<file path="src/rtl/junction_safety_monitor_if.sv">
// Signal bundle between the junction controller, the safety monitor and the lamp drivers.
// The controller side drives the light codes; the monitor side drives the lamps and fault status.
interface junction_safety_monitor_if;
  logic [1:0] ew_light;
  logic [1:0] ns_light;
  logic       clear_fault;
  logic [2:0] ew_lamp;
  logic [2:0] ns_lamp;
  logic       fault;
  logic [2:0] fault_code;
  logic [3:0] fault_count;

  modport master (
    output ew_light, ns_light, clear_fault,
    input  ew_lamp, ns_lamp, fault, fault_code, fault_count
  );

  modport slave (
    input  ew_light, ns_light, clear_fault,
    output ew_lamp, ns_lamp, fault, fault_code, fault_count
  );
endinterface

</file>
<file path="src/rtl/junction_safety_monitor.sv">
// Monitors the two junction light codes for unsafe behaviour and drives the lamps.
// Any violation latches a fault and flashes both directions red until acknowledged.
module junction_safety_monitor #(
  parameter int HOLD_MAX   = 16,
  parameter int FLASH_HALF = 4
) (
  input logic                       clk,
  input logic                       rstb,
  junction_safety_monitor_if.slave  bus
);

  typedef enum logic [1:0] {S_INIT, S_MONITOR, S_FAULT} state_t;

  localparam logic [2:0] LAMP_R   = 3'b100;
  localparam logic [2:0] LAMP_OFF = 3'b000;
  localparam logic [2:0] CODE_CONFLICT = 3'b001;
  localparam logic [2:0] CODE_ILLEGAL  = 3'b010;
  localparam logic [2:0] CODE_STEP     = 3'b011;
  localparam logic [2:0] CODE_TIMEOUT  = 3'b100;
  localparam logic [7:0] HOLD_LIM   = 8'(HOLD_MAX);
  localparam logic [8:0] FLASH_H    = 9'(FLASH_HALF);
  localparam logic [8:0] FLASH_LAST = 9'(2 * FLASH_HALF - 1);

  function automatic logic [2:0] decode(input logic [1:0] c);
    case (c)
      2'b00:   decode = 3'b100;
      2'b01:   decode = 3'b010;
      2'b10:   decode = 3'b001;
      default: decode = 3'b000;
    endcase
  endfunction

  function automatic logic illegal_step(input logic [1:0] prev, input logic [1:0] cur);
    illegal_step = ((prev == 2'b00) && (cur == 2'b10)) || ((prev == 2'b10) && (cur == 2'b00));
  endfunction

  function automatic logic [7:0] sat_inc8(input logic [7:0] v);
    sat_inc8 = (v == 8'hFF) ? v : v + 8'd1;
  endfunction

  function automatic logic [3:0] sat_inc4(input logic [3:0] v);
    sat_inc4 = (v == 4'hF) ? v : v + 4'd1;
  endfunction

  // Length of the current yellow/green run including this cycle; zero on red or illegal code.
  function automatic logic [7:0] hold_run(input logic [1:0] prev, input logic [1:0] cur,
                                          input logic [7:0] cnt);
    if ((cur == 2'b01) || (cur == 2'b10))
      hold_run = (cur == prev) ? sat_inc8(cnt) : 8'd1;
    else
      hold_run = 8'd0;
  endfunction

  state_t     state, state_nxt;
  logic [1:0] ew_prev, ns_prev, ew_prev_nxt, ns_prev_nxt;
  logic [7:0] ew_hold, ns_hold, ew_hold_nxt, ns_hold_nxt;
  logic [7:0] ew_run, ns_run;
  logic [8:0] flash, flash_nxt;
  logic [2:0] ew_lamp, ns_lamp, ew_lamp_nxt, ns_lamp_nxt;
  logic [2:0] code, code_nxt;
  logic [3:0] count, count_nxt;
  logic       conflict, bad_code, bad_step, timeout;

  assign conflict = (bus.ew_light != 2'b00) && (bus.ns_light != 2'b00);
  assign bad_code = (bus.ew_light == 2'b11) || (bus.ns_light == 2'b11);
  assign bad_step = illegal_step(ew_prev, bus.ew_light) || illegal_step(ns_prev, bus.ns_light);
  assign ew_run   = hold_run(ew_prev, bus.ew_light, ew_hold);
  assign ns_run   = hold_run(ns_prev, bus.ns_light, ns_hold);
  assign timeout  = (ew_run >= HOLD_LIM) || (ns_run >= HOLD_LIM);

  always_ff @(posedge clk or negedge rstb) begin
    if (!rstb) begin
      state   <= S_INIT;
      ew_prev <= 2'b00;
      ns_prev <= 2'b00;
      ew_hold <= 8'd0;
      ns_hold <= 8'd0;
      flash   <= 9'd0;
      ew_lamp <= LAMP_R;
      ns_lamp <= LAMP_R;
      code    <= 3'b000;
      count   <= 4'd0;
    end else begin
      state   <= state_nxt;
      ew_prev <= ew_prev_nxt;
      ns_prev <= ns_prev_nxt;
      ew_hold <= ew_hold_nxt;
      ns_hold <= ns_hold_nxt;
      flash   <= flash_nxt;
      ew_lamp <= ew_lamp_nxt;
      ns_lamp <= ns_lamp_nxt;
      code    <= code_nxt;
      count   <= count_nxt;
    end
  end

  always_comb begin
    state_nxt   = state;
    ew_prev_nxt = bus.ew_light;
    ns_prev_nxt = bus.ns_light;
    ew_hold_nxt = 8'd0;
    ns_hold_nxt = 8'd0;
    flash_nxt   = 9'd0;
    ew_lamp_nxt = LAMP_R;
    ns_lamp_nxt = LAMP_R;
    code_nxt    = code;
    count_nxt   = count;
    case (state)
      S_INIT: begin
        if ((bus.ew_light == 2'b00) && (bus.ns_light == 2'b00))
          state_nxt = S_MONITOR;
      end
      S_MONITOR: begin
        if (conflict || bad_code || bad_step || timeout) begin
          state_nxt = S_FAULT;
          count_nxt = sat_inc4(count);
          if (conflict)      code_nxt = CODE_CONFLICT;
          else if (bad_code) code_nxt = CODE_ILLEGAL;
          else if (bad_step) code_nxt = CODE_STEP;
          else               code_nxt = CODE_TIMEOUT;
        end else begin
          ew_lamp_nxt = decode(bus.ew_light);
          ns_lamp_nxt = decode(bus.ns_light);
          ew_hold_nxt = ew_run;
          ns_hold_nxt = ns_run;
        end
      end
      default: begin
        // Previous values are parked at red so INIT restarts from a clean history.
        ew_prev_nxt = 2'b00;
        ns_prev_nxt = 2'b00;
        if (bus.clear_fault) begin
          state_nxt = S_INIT;
        end else begin
          flash_nxt   = (flash == FLASH_LAST) ? 9'd0 : flash + 9'd1;
          ew_lamp_nxt = (flash_nxt < FLASH_H) ? LAMP_R : LAMP_OFF;
          ns_lamp_nxt = (flash_nxt < FLASH_H) ? LAMP_R : LAMP_OFF;
        end
      end
    endcase
  end

  assign bus.ew_lamp     = ew_lamp;
  assign bus.ns_lamp     = ns_lamp;
  assign bus.fault       = (state == S_FAULT);
  assign bus.fault_code  = code;
  assign bus.fault_count = count;

endmodule

</file>
<file path="src/flat_wrapper.sv">
// flat-port wrapper written by rule: the top's interface ports become plain ports
module junction_safety_monitor_flat 
#(
  parameter int HOLD_MAX   = 16,
  parameter int FLASH_HALF = 4
)
  (clk, rstb, bus_ew_light, bus_ns_light, bus_clear_fault, bus_ew_lamp, bus_ns_lamp, bus_fault, bus_fault_code, bus_fault_count);
  junction_safety_monitor_if bus_i ();
  input logic clk;
  input logic rstb;
  input wire logic [$bits(bus_i.ew_light)-1:0] bus_ew_light;
  input wire logic [$bits(bus_i.ns_light)-1:0] bus_ns_light;
  input wire logic [$bits(bus_i.clear_fault)-1:0] bus_clear_fault;
  output wire logic [$bits(bus_i.ew_lamp)-1:0] bus_ew_lamp;
  output wire logic [$bits(bus_i.ns_lamp)-1:0] bus_ns_lamp;
  output wire logic [$bits(bus_i.fault)-1:0] bus_fault;
  output wire logic [$bits(bus_i.fault_code)-1:0] bus_fault_code;
  output wire logic [$bits(bus_i.fault_count)-1:0] bus_fault_count;
  assign bus_i.ew_light = bus_ew_light;
  assign bus_i.ns_light = bus_ns_light;
  assign bus_i.clear_fault = bus_clear_fault;
  assign bus_ew_lamp = bus_i.ew_lamp;
  assign bus_ns_lamp = bus_i.ns_lamp;
  assign bus_fault = bus_i.fault;
  assign bus_fault_code = bus_i.fault_code;
  assign bus_fault_count = bus_i.fault_count;
  junction_safety_monitor #(.HOLD_MAX(HOLD_MAX), .FLASH_HALF(FLASH_HALF)) u_core (.clk(clk), .rstb(rstb), .bus(bus_i));
endmodule
</file>
<file path="config.mk">
export PLATFORM = sky130hd
export DESIGN_NAME = junction_safety_monitor_flat
export DESIGN_NICKNAME = d
export VERILOG_FILES = /design/src/rtl/junction_safety_monitor_if.sv /design/src/rtl/junction_safety_monitor.sv /design/src/flat_wrapper.sv
export SDC_FILE = /design/constraint.sdc
export NUM_CORES = 1
export LEC_CHECK = 0
export BUFFER_PORTS_ARGS = -buffer_cell sky130_fd_sc_hd__buf_4
export CAP_MARGIN = 5
export CORE_MARGIN = 2
export CORE_UTILIZATION = 50
export DETAILED_ROUTE_END_ITERATION = 12
export PLACE_DENSITY = 0.72
export SYNTH_ARGS = -nofsm -noshare
export SYNTH_HDL_FRONTEND = slang
export SYNTH_SLANG_ARGS = --single-unit
</file>
<file path="constraint.sdc">
create_clock -name clk -period 4.4 [get_ports clk]
set_clock_uncertainty 0.05 [all_clocks]
set_input_delay 0 -clock clk [delete_from_list [all_inputs] [get_ports clk]]
set_output_delay 0 -clock clk [all_outputs]
set_load 0.02 [all_outputs]
</file>
==> flow_metrics.tcl, run 1 <==
set metrics [dict create \
    worst_slew_pin_tran_ns 0.6588 \
    report.final.slew_viol_count 0 \
    grt.total_usage_pct 17.12 \
    run_status "completed" \
    syn_area_um2 2171 \
    timing.max_cap.violations 0 \
    worst-setup-path-type "primary input to flop" \
    startpoint_types "primary input" \
    power_leakage_nw 1.163 \
    synth_most_common_cell "sky130_fd_sc_hd__dfrtp_1" \
    synth.area.top_cells "sky130_fd_sc_hd__dfrtp_1, sky130_fd_sc_hd__ha_1, sky130_fd_sc_hd__nor2_1" \
    synth_seq_cells 44 \
    dp.final_hpwl_um 2687 \
    cp_max_fo 7 \
    syn_avg_cell_area_um2 10.34 \
    buffer_ports.inserted 20 \
    clock_tree.buffer_depth 2 \
    timing.final.setup_violations 0 \
    initialDrtViolationCount 84 \
    yosys_most_used_dff "sky130_fd_sc_hd__dfrtp_1" \
    route.final.wire_length_um 3771 \
    clock_sink_count 44 \
    fraction_of_layout_instances_using_a_drive_strength_above_1_pct 14.75 \
    worst_ep_required_time_ns 4.53 \
    postCtsResizedCells 0 \
    globalplace.congestion 0.7830 \
    route.vias.total 1547 \
    clock-root-buffer "sky130_fd_sc_hd__clkbuf_8" \
    finalCoreUtilization_pct 61.85 \
    detail-route-antenna-nets 0 \
    vias_per_cell 5.262 \
    dpl.cell_count 281 \
    die_y_um 69.89 \
    placement.setup.worst_slack_ns 2.171 \
    chipWidth_um 69.89 \
    die-area_um2 4885 \
    grt_start_max_net_pins 45 \
    rsz0062_at_grt "false" \
    synthArstFlopShare_pct 100.0 \
    post_dr_wirelength_cell_um 12.83 \
    rows 23 \
    initial_core_util_pct 53.12 \
    min_period_over_period_pct 56.12 \
    post-synth-top-area-cell "sky130_fd_sc_hd__dfrtp_1" \
    critPathCaptureType "flop" \
    finalNonFillerCells 294 \
    cts-htree-levels 2 \
    synth-warning-count 0 \
    final.min_clock_period_ns 2.469 \
    syn-instance-count 210 \
    footprint_of_the_multi_input_gates_um2 1037 \
    core_region_area_um2 4086 \
    number_of_flops_mapped_to_enable_cells_by_yosys 0 \
    hold_path_class "primary input to flop" \
    place_area_um2 2387 \
    postLayoutCellArea_um2 2527 \
    fillerInstances 350 \
    layout-area-overhead-vs-synth_pct 16.43 \
    seq_area_um2 1104 \
    io_pins 21 \
    insertedDiodeCount 0 \
    post_synth_num_cell_types 41 \
    number_of_global_route_vias_before_repair 1444 \
    synth.yosys.seq_area_share_pct 50.84 \
    vdd.ir_drop.worst_mv 0.1983 \
    fin_setup_tns_ns 0 \
    clock_tree_from_tritoncts "built" \
    cp.arrival_ns 2.60 \
    clock_pin_slew_reported_for_the_worst_setup_and_hold_paths_after_clock_tree_synthesis_ns 0.07 \
    normalized_max_slew_margin_pct 55.85 \
    numCtsBuffers 5 \
    global_route.overflow_total 0 \
    grt_first_pass_wirelength_um 6603 \
    finalWorstSetupSlack_ns 1.931 \
    areal_power_density_over_the_cells_nw_per_um2 352.9 \
    timing.fmax_mhz 405.0 \
    detail_route.drc_violations 0 \
    synth.cells.most_frequent "sky130_fd_sc_hd__dfrtp_1, sky130_fd_sc_hd__nor2_1, sky130_fd_sc_hd__nand2_1, sky130_fd_sc_hd__ha_1, sky130_fd_sc_hd__xnor2_1" \
    timing.final.hold_violations 0 \
    netlist.area_leader.share_pct 48.41 \
    grt_antenna_before_repair 0 \
    clkLatencyLatePin_ns 0.29 \
    fin_nets 263 \
    drt-pass1-iter-count 4 \
]
## flip-flops by register name, indices dropped and copies added, names as in the netlist
register,cells
u_core.bus.ew_lamp,3
u_core.bus.fault_code,3
u_core.bus.fault_count,4
u_core.bus.ns_lamp,3
u_core.ew_hold,8
u_core.ew_prev,2
u_core.flash,9
u_core.ns_hold,8
u_core.ns_prev,2
u_core.state,2
## path summary, 6_finish.rpt
path                       cells past startpoint              start                        end  slack (ns)
min                                            3    bus_clear_fault            u_core.flash[1]        0.01
max reg2reg                                    6  u_core.ns_hold[0]          u_core.ew_hold[3]        2.15
min reg2reg                                    1    u_core.flash[0]            u_core.flash[0]        0.43
min in group asynchronous                      2               rstb          u_core.ew_hold[5]        0.19
max                                           10    bus_ew_light[0]  u_core.bus.fault_count[1]        1.93
max in group asynchronous                      2               rstb      u_core.bus.ew_lamp[2]        3.74
## cells by family (layout without fill, tap and decap cells)
group,after synthesis,count (layout),synth area share (%)
xor+xnor,19,19,7.666
fa+ha+maj,13,13,7.493
other cells,1,8,0.1727
mux,7,7,3.401
buf+inv,15,42,2.593
flops,44,44,50.84
simple gates,78,78,17.06
compound gates,33,33,10.78
## power by group
part	total, mW	switching (mW)	internal, mW
clock	0.252	0.124	0.128
sequential	0.470	0.0315	0.438
combinational	0.170	0.0936	0.0768
total	0.892	0.249	0.643
## layer usage
layer  vias to the layer above  routed length, µm  track usage [%]
li1                        772                  -                -
met1                       731               1924            24.98
met2                        38               1597            24.66
met3                         6                191            4.473
met4                         0                 57            6.197
met5                         -                  0                0
## area by class of cell
cell class | instances | share of cell area, %
flip-flops and latches | 44 | 43.66
well taps | 50 | 2.475
repair buffers | 25 | 7.921
clock buffers | 8 | 3.564
multi-input cells | 158 | 41.04
inverters | 9 | 1.337
## critical path, stage by stage
cell and delay [ns]:
sky130_fd_sc_hd__dlygate4sd3_1 0.53, sky130_fd_sc_hd__buf_4 0.13, sky130_fd_sc_hd__inv_1 0.08, sky130_fd_sc_hd__ha_1 0.27, sky130_fd_sc_hd__mux2i_1 0.17, sky130_fd_sc_hd__o22ai_1 0.13
sky130_fd_sc_hd__or4_4 0.45, sky130_fd_sc_hd__o31ai_4 0.32, sky130_fd_sc_hd__a31o_2 0.19, sky130_fd_sc_hd__mux2_2 0.33
## cells in the final DEF (no fill, tap or decap), types with 2 or more instances in the layout
cell type	instances
sky130_fd_sc_hd__xor2_1	7
sky130_fd_sc_hd__a31o_2	2
sky130_fd_sc_hd__nand4_1	4
sky130_fd_sc_hd__conb_1	8
sky130_fd_sc_hd__a21boi_0	2
sky130_fd_sc_hd__a31oi_1	3
sky130_fd_sc_hd__nand2b_1	2
sky130_fd_sc_hd__nand2_1	14
sky130_fd_sc_hd__nand3_1	9
sky130_fd_sc_hd__o31ai_1	2
sky130_fd_sc_hd__dlygate4sd3_1	5
sky130_fd_sc_hd__mux2_2	2
sky130_fd_sc_hd__clkbuf_8	6
sky130_fd_sc_hd__o21a_1	2
sky130_fd_sc_hd__a21oi_1	6
sky130_fd_sc_hd__xnor2_1	12
sky130_fd_sc_hd__inv_1	9
sky130_fd_sc_hd__dfrtp_1	42
sky130_fd_sc_hd__nor2b_1	4
sky130_fd_sc_hd__dfstp_2	2
sky130_fd_sc_hd__and2_1	2
sky130_fd_sc_hd__o21ai_0	7
sky130_fd_sc_hd__nor3_1	7
sky130_fd_sc_hd__ha_1	13
sky130_fd_sc_hd__mux2i_1	4
sky130_fd_sc_hd__nor2_1	29
sky130_fd_sc_hd__buf_4	20
sky130_fd_sc_hd__a211oi_1	2
sky130_fd_sc_hd__clkbuf_1	2
## through the flow
step           hold slack, ns  power, mW
2_1_floorplan         -0.3456     0.5729
3_3_place_gp         -0.03103     0.6426
3_5_place_dp         -0.02720     0.6470
4_1_cts              0.006652     0.9054
5_1_grt               0.01979     0.9397
6_report              0.01089     0.8919
## repair_timing
item,CTS,global route
buffers inserted,0,0
hold buffers,5,0
endpoints found under the hold margin,46,0
(Power assumes the default switching activity.)
==> run 2, diff against run 1 <==
==> constraint.sdc (replaced) <==
create_clock -name clk -period 2.3 [get_ports clk]
set_clock_uncertainty 0.05 [all_clocks]
set_input_delay 0 -clock clk [delete_from_list [all_inputs] [get_ports clk]]
set_output_delay 0 -clock clk [all_outputs]
set_load 0.02 [all_outputs]
==> run 2 against run 1 <==
- via count down 0.45%
- register-to-register slack got worse by 2.0 ns
- worst hold slack better by 0.0092 ns
- critical path type is now flop to flop
- critical endpoint unchanged
==> flow_metrics.tcl, run 2 (synthesis gave the netlist of run 1 again) <==
set metrics [dict create \
    switchingPower_mw 0.4810 \
    swShare_pct 28.07 \
    cts-htree-levels 2 \
    final.min_clock_period_ns 2.101 \
    timing.hold.ws_ns 0.02010 \
    clock-root-buffer "sky130_fd_sc_hd__clkbuf_8" \
    fraction_of_layout_instances_using_a_drive_strength_above_1_pct 15.79 \
    die-area_um2 4885 \
    vias_per_cell 5.185 \
    insertedDiodeCount 0 \
    drt-pass1-iter-count 4 \
    grt_antenna_before_repair 0 \
    final_common_cell "sky130_fd_sc_hd__dfrtp_1" \
    timing.rr.end "u_core.bus.fault_count[1]" \
    dp.final_hpwl_um 2683 \
    core_region_area_um2 4086 \
    die_y_um 69.89 \
    cp.arrival_ns 2.24 \
    clock_pin_slew_reported_for_the_worst_setup_and_hold_paths_after_clock_tree_synthesis_ns 0.07 \
    post_dr_wirelength_cell_um 12.48 \
    layout_common_cells "sky130_fd_sc_hd__dfrtp_1, sky130_fd_sc_hd__nor2_1, sky130_fd_sc_hd__buf_4, sky130_fd_sc_hd__nand2_1, sky130_fd_sc_hd__ha_1" \
    ff2ff_path_depth 7 \
    largest-register "u_core.flash" \
    number_of_global_route_vias_before_repair 1479 \
    reg2reg_from "u_core.ns_hold[0]" \
    r2r_slack_ns 0.20 \
    hold_path_class "primary input to flop" \
    fin_nets 266 \
    timing.final.setup_violations 0 \
    power_report.internal_total_mw 1.232 \
    min_period_over_period_pct 91.36 \
    clock_tree.buffer_depth 2 \
    cp-endpoint "u_core.bus.fault_count[1]" \
    initialDrtViolationCount 74 \
    cts_post_setup_buffers_inserted 0 \
    layout-area-overhead-vs-synth_pct 17.46 \
    power.share.clock_pct 28.4 \
    global_route.overflow_total 0 \
    rows 23 \
    route.vias.total 1540 \
    grt_first_pass_wirelength_um 6672 \
    areal_power_density_over_the_cells_nw_per_um2 671.8 \
    report.final.slew_viol_count 0 \
    timing.final.hold_violations 0 \
    globalplace.congestion 0.7746 \
    startpoint_types "flop" \
    run_status "completed" \
    numCtsBuffers 5 \
    clkLatencyLatePin_ns 0.29 \
    route.final.wire_length_um 3707 \
    initial_core_util_pct 53.12 \
    worst_ep_required_time_ns 2.43 \
    clock_sink_count 44 \
    pwr-share-seq_pct 52.5 \
    detail-route-antenna-nets 0 \
    flip_flop_count_of_the_largest_register_all_copies_and_words_added 9 \
    detail_route.drc_violations 0 \
    power_leakage_nw 1.176 \
    timing.max_cap.violations 0 \
    grt_start_max_net_pins 45 \
    crit_path_start "u_core.ns_hold[0]" \
    io_pins 21 \
    rsz0062_at_grt "false" \
    comb_pwr_share_pct 19.2 \
    postLayoutCellArea_um2 2550 \
    timing.fmax_mhz 475.9 \
    place_area_um2 2410 \
    cp_max_fo 4 \
    fin_setup_tns_ns 0 \
    worst-setup-path-type "flop to flop" \
    clock_tree_from_tritoncts "built" \
    normalized_max_slew_margin_pct 59.58 \
    worst_slew_pin_tran_ns 0.6012 \
    grt.total_usage_pct 17.29 \
    vdd.ir_drop.worst_mv 0.4664 \
    critPathCaptureType "flop" \
    chipWidth_um 69.89 \
    largestRegisters "u_core.flash (9), u_core.ew_hold (8), u_core.ns_hold (8)" \
    buffer_ports.inserted 20 \
]
run 2: cell types whose count changed in the layout (fill, tap and decap cells not counted), sizes merged:
cell / change
buf: +3
run 2: critical path, stage by stage (launching register included):
cell and delay (ns):
sky130_fd_sc_hd__dfrtp_1 0.42, sky130_fd_sc_hd__ha_1 0.26, sky130_fd_sc_hd__nand3_1 0.11, sky130_fd_sc_hd__xor2_1 0.18, sky130_fd_sc_hd__a31oi_1 0.16, sky130_fd_sc_hd__o31ai_4 0.33
sky130_fd_sc_hd__a31o_2 0.17, sky130_fd_sc_hd__mux2_2 0.33
run 2: final cells by class:
cell class,instances,area (µm²)
Clock buffer,8,90.09
Inverter,9,33.78
Sequential cell,44,1104
Timing Repair Buffer,28,222.7
Tap cell,50,62.56
Fill cell,349,1536
Multi-Input combinational cell,158,1037
run 2: through the flow:
step | setup slack (ns) | utilization [%] | cells | power [mW]
floorplan | 0.2551 | - | 217 | 1.096
global placement | 0.2166 | 58.97 | 284 | 1.234
detailed placement | 0.1847 | 58.97 | 284 | 1.241
finish | 0.1987 | 62.40 | 297 | 1.713
global route | 0.09336 | 62.40 | 297 | 1.811
CTS | 0.1890 | 62.40 | 297 | 1.739
run 2: worst min-delay path by stage:
stage          slack [ns]  cells after the start               endpoint       startpoint
2_1_floorplan       -0.35                      0  u_core.bus.ew_lamp[0]             rstb
3_3_place_gp        -0.03                      1      u_core.ew_hold[4]             rstb
3_5_place_dp        -0.02                      1      u_core.ew_hold[4]             rstb
4_1_cts              0.02                      3        u_core.flash[1]  bus_clear_fault
5_1_grt              0.02                      3        u_core.flash[1]  bus_clear_fault
6_report             0.02                      3        u_core.flash[1]  bus_clear_fault
run 2: routing by layer:
| metal | up-vias | GRT usage (%) | part of all wire [%] |
|---|---|---|---|
| li1 | 784 | - | - |
| met1 | 721 | 24.22 | 51 |
| met2 | 29 | 24.97 | 42 |
| met3 | 6 | 5.339 | 4.9 |
| met4 | 0 | 7.051 | 1.8 |
| met5 | - | 0 | 0 |
run 2: what timing repair did:
item | in CTS | in global routing
gates resized for setup | 0 | 0
hold endpoints to repair | 46 | 0
hold buffers | 5 | 0
run 2: power groups by stage:
stage	Sequential, mW	Clock (mW)	Combinational (mW)
floorplan	0.959	0	0.136
global placement	0.913	0	0.321
detailed placement	0.915	0	0.326
CTS	0.900	0.507	0.333
global route	0.910	0.537	0.364
finish	0.899	0.486	0.329
